## src/rtl/iter_shifter.sv

```systemverilog
// Multi-cycle barrel-less shifter: SLL/SRL/SRA/ROL by up to STEP bits per clock.
// Optional ITER_SHIFTER_STICKY_EN adds out_sticky (OR of all bits shifted out).
module iter_shifter #(
  parameter int unsigned WIDTH = 64,
  parameter int unsigned STEP  = 4,
  parameter int unsigned AW    = $clog2(WIDTH)
) (
  input  logic             clock,
  input  logic             reset_n,
  input  logic             in_valid,
  output logic             in_ready,
  input  logic [WIDTH-1:0] in_data,
  input  logic [AW-1:0]    in_amt,
  input  logic [1:0]       in_mode,
  output logic             out_valid,
  input  logic             out_ready,
`ifdef ITER_SHIFTER_STICKY_EN
  output logic             out_sticky,
`endif
  output logic [WIDTH-1:0] out_data
);

  // One extra bit so STEP == WIDTH and WIDTH itself are representable.
  localparam int unsigned KW = AW + 1;
  localparam logic [KW-1:0] STEP_K  = KW'(STEP);
  localparam logic [KW-1:0] WIDTH_K = KW'(WIDTH);

  typedef enum logic [1:0] {S_IDLE, S_SHIFT, S_DONE} state_t;
  typedef enum logic [1:0] {M_SLL = 2'b00, M_SRL = 2'b01, M_SRA = 2'b10, M_ROL = 2'b11} mode_t;

  state_t            state_q, state_d;
  mode_t             mode_q, mode_d;
  logic [WIDTH-1:0]  work_q, work_d;
  logic [AW-1:0]     rem_q, rem_d;
  logic [WIDTH-1:0]  out_data_q, out_data_d;
  logic [KW-1:0]     k;
  logic [WIDTH-1:0]  shifted;

  always_comb begin
    k = ({1'b0, rem_q} > STEP_K) ? STEP_K : {1'b0, rem_q};
    unique case (mode_q)
      M_SLL:   shifted = work_q << k;
      M_SRL:   shifted = work_q >> k;
      // MSB never changes under >>>, so it always equals the original operand's sign.
      M_SRA:   shifted = WIDTH'($signed(work_q) >>> k);
      default: shifted = (work_q << k) | (work_q >> (WIDTH_K - k));
    endcase
  end

`ifdef ITER_SHIFTER_STICKY_EN
  localparam logic [WIDTH-1:0] ONES = '1;
  logic             sticky_q, sticky_d;
  logic [WIDTH-1:0] lost_bits;

  always_comb begin
    unique case (mode_q)
      M_SLL:          lost_bits = work_q & ~(ONES >> k);
      M_SRL, M_SRA:   lost_bits = work_q & ~(ONES << k);
      default:        lost_bits = '0;
    endcase
  end

  always_comb begin
    sticky_d = sticky_q;
    if (state_q == S_IDLE && in_valid)
      sticky_d = 1'b0;
    else if (state_q == S_SHIFT)
      sticky_d = sticky_q | (|lost_bits);
  end

  always_ff @(posedge clock or negedge reset_n) begin
    if (!reset_n) sticky_q <= 1'b0;
    else          sticky_q <= sticky_d;
  end

  assign out_sticky = sticky_q;
`endif

  always_comb begin
    state_d    = state_q;
    mode_d     = mode_q;
    work_d     = work_q;
    rem_d      = rem_q;
    out_data_d = out_data_q;
    unique case (state_q)
      S_IDLE: begin
        if (in_valid) begin
          work_d = in_data;
          rem_d  = in_amt;
          mode_d = mode_t'(in_mode);
          if (in_amt == '0) begin
            state_d    = S_DONE;
            out_data_d = in_data;
          end else begin
            state_d = S_SHIFT;
          end
        end
      end
      S_SHIFT: begin
        work_d = shifted;
        rem_d  = rem_q - k[AW-1:0];
        if ({1'b0, rem_q} == k) begin
          state_d    = S_DONE;
          out_data_d = shifted;
        end
      end
      S_DONE: begin
        if (out_ready) state_d = S_IDLE;
      end
      default: state_d = S_IDLE;
    endcase
  end

  always_ff @(posedge clock or negedge reset_n) begin
    if (!reset_n) begin
      state_q    <= S_IDLE;
      mode_q     <= M_SLL;
      work_q     <= '0;
      rem_q      <= '0;
      out_data_q <= '0;
    end else begin
      state_q    <= state_d;
      mode_q     <= mode_d;
      work_q     <= work_d;
      rem_q      <= rem_d;
      out_data_q <= out_data_d;
    end
  end

  assign in_ready  = (state_q == S_IDLE);
  assign out_valid = (state_q == S_DONE);
  assign out_data  = out_data_q;

endmodule

```

## config.mk

```make
export PLATFORM = sky130hd
export DESIGN_NAME = iter_shifter
export DESIGN_NICKNAME = d
export VERILOG_FILES = /design/src/rtl/iter_shifter.sv
export SDC_FILE = /design/constraint.sdc
export NUM_CORES = 1
export LEC_CHECK = 0
export CAP_MARGIN = 20
export CORE_AREA = 2 2 252 130
export DETAILED_ROUTE_END_ITERATION = 12
export DIE_AREA = 0 0 254 132
export SYNTH_ARGS = -nofsm -noshare
export SYNTH_HDL_FRONTEND = slang
export SYNTH_SLANG_ARGS = --single-unit
```

## constraint.sdc

```tcl
create_clock -name clock -period 9.2 [get_ports clock]
set_clock_uncertainty 0.2 [all_clocks]
set_input_delay 0.92 -clock clock [delete_from_list [all_inputs] [get_ports clock]]
set_output_delay 0.92 -clock clock [all_outputs]
set_load 0.1 [all_outputs]
```

==> impl_metrics.ini <==
[synthesis]
synth_edf_count = 0
synth_cell_types = 84
yosys.area.top_type = dfrtp_1
yosys_most_used_dff = dfrtp_1
ys_ff_latch = 138
syn-num-nets = 1676
async_reset_ff_share_pct = 100
postSynthCellCount = 1598
synth_area_leaders = dfrtp_1 (28%), mux2i_1 (7.9%), nand2_1 (7.1%)
syn_area_mm2 = 0.0123
synth-seq-area-share_pct = 28.0
syn_area_per_cell_um2 = 7.71
synth_top_area_share_pct = 28.0
yosysWarnings = 0

[clock_network]
cts_buffer_depth = 2
holdBufCountCts = 0
cts_inserted_buffers = 17
htree_levels = 4
ctsResizeCount = 0
cts.sinks = 138
path_clk_slew_ns = 0.06
tritoncts = done
post-cts-setup-buffers = 0
worstSkewPairLatency_ns = 0.46
root_buffer = clkbuf_16

[critical_path]
worstPathArrival_ns = 5.17
end_kind = flop
crit_fanout = 62
crit_path_start = rem_q[3]
cp-start-kind = flop
crit_type = reg2reg
regToRegSetupSlack_ns = 4.20
worstPathRequired_ns = 9.37
r2r-start = rem_q[3]

[placement]
gp_congestion = 0.996
hpwl_um = 37900
place_ws_ns = 4.45
dp.cells = 2016
io_buffers = 141

[hold_path]
hold_start = out_data[33]
hold_path_class = reg2reg

[detailed_routing]
wirelength_um = 57300
final_antenna_net_count = 0
first_pass_iters = 6
vias = 13761
drc_errors = 0
drt-initial-drc-count = 2056
routedWlPerCell_um = 28.0
vias_per_cell = 6.72

[floorplanning]
ioPinCount = 142
die_h_um = 132
core_mm2 = 0.0312
die_w_um = 254
rows = 46
die-area_mm2 = 0.0335
start_util_pct = 39.5

[sta]
fin_crit_sh_pct = 54.4
worst_slew_pin_slew_ns = 1.22
setup_viol_count_final = 0
hold_viol = 0
final.min_clock_period_ns = 5.00
tns_ns = 0
slew_violations = 0
max_freq_mhz = 200
slew_headroom_pct = 18.4
setup_ws_ns = 4.20
rsz0062_at_grt = false

[global_routing]
grt_util_all_layers_pct = 34.0
use_met3_pct = 12.4
use_met1_pct = 49.6
first_global_vias = 13054
grt_antenna_before_repair = 1
grt_use_met2_pct = 47.3
gr-total-overflow = 0
grt_max_degree = 82
grt_pass1_wl_um = 86200
busiest_layer = met1

[layout]
multi_input_area_mm2 = 0.00806
final_cell_mix = nand2_1 (234), clkdlybuf4s50_1 (140), a21oi_1 (137)
num-fill-cells = 3157
drive_gt1_share_pct = 8.54
regArea_mm2 = 0.00346
fin_cells = 2049
nets = 1681
syn_to_final_growth_pct = 17.0
final_common_cell = nand2_1

[run_status]
status = finished, final reports clean

[run]
maxCapViolCount = 0
layer usage:
layer  up-vias  wire length (um)
li1       5962                 -
met2       972             23500
met3       104              7950
met1      6723             24800
met4         0              1090
met5         -                 0
stage by stage:
step | util, % | area [um^2] | hold WS, ns
after global routing | 46.2 | 14400 | 0.303
after global placement | 44.2 | 13800 | 0.264
after floorplan | - | 12300 | 0.296
final | 46.2 | 14400 | 0.276
after detailed placement | 44.2 | 13800 | 0.264
after CTS | 46.2 | 14400 | 0.279
logic make-up after synthesis:
family	Yosys count	share of synthesized area (%)
flip-flops	138	28.0
multiplexers	135	13.9
adder cells (fa/ha/maj)	2	0.203
AND/OR/NAND/NOR	525	18.9
AO/OA/AOI/OAI	590	31.5
buffers and inverters	204	7.19
XOR/XNOR	3	0.213
other	1	0.0304
worst max-delay path, stage by stage (launching register included):
cell and delay (ns):
dfrtp_1 0.50, or3_1 0.74, nor2_8 0.62, inv_4 0.39
ha_2 0.43, buf_4 0.59, nand2_1 0.11, o22a_1 0.27
nor4_1 0.64, nor4b_1 0.15, o21ai_0 0.20
worst paths after layout:
check | depth (start not counted) | endpoint
worst max-delay path | 10 | out_data[5]
worst min-delay path | 1 | out_data[33]
worst max register to register | 10 | out_data[5]
worst min register to register | 1 | out_data[33]
max in group asynchronous | 2 | rem_q[1]
min in group asynchronous | 1 | out_data[19]
cell type report:
type                       count  area share [%]
antenna                        1          0.0174
multi-input combinational   1256            55.9
clock buffer                  19            3.07
clock inverter                13            1.33
inverter                      17           0.460
tap                          432            3.75
timing repair buffer         173            11.5
sequential                   138            24.0
flip-flops by register name, indices dropped and copies added (netlist names):
signal and flops:
rem_q 6, mode_q 2, work_q 64, state_q 2, out_data 64
cell usage after synthesis (6+ instances only):
master and count:
a211o_1 7, a211oi_1 53, a21boi_0 16, a21o_1 14
a21oi_1 138, a221o_1 8, a221oi_1 10, a22o_1 21
a22oi_1 17, a311o_1 7, a31oi_1 41, and2_1 9
and3_1 24, buf_1 20, buf_2 26, buf_6 9
clkbuf_1 126, dfrtp_1 138, inv_1 13, mux2_2 10
mux2i_1 97, mux4_2 28, nand2_1 234, nand2b_1 6
nand3_1 39, nor2_1 135, nor2b_1 14, nor3_1 31
o211ai_1 25, o21ai_0 128, o21ai_1 12, o221ai_1 12
o22ai_1 12, o32ai_1 6, or3_1 10
Power is left out: the tool's default activity adds up to more than one toggle a clock period on the data nets, which glitch-free logic cannot reach.
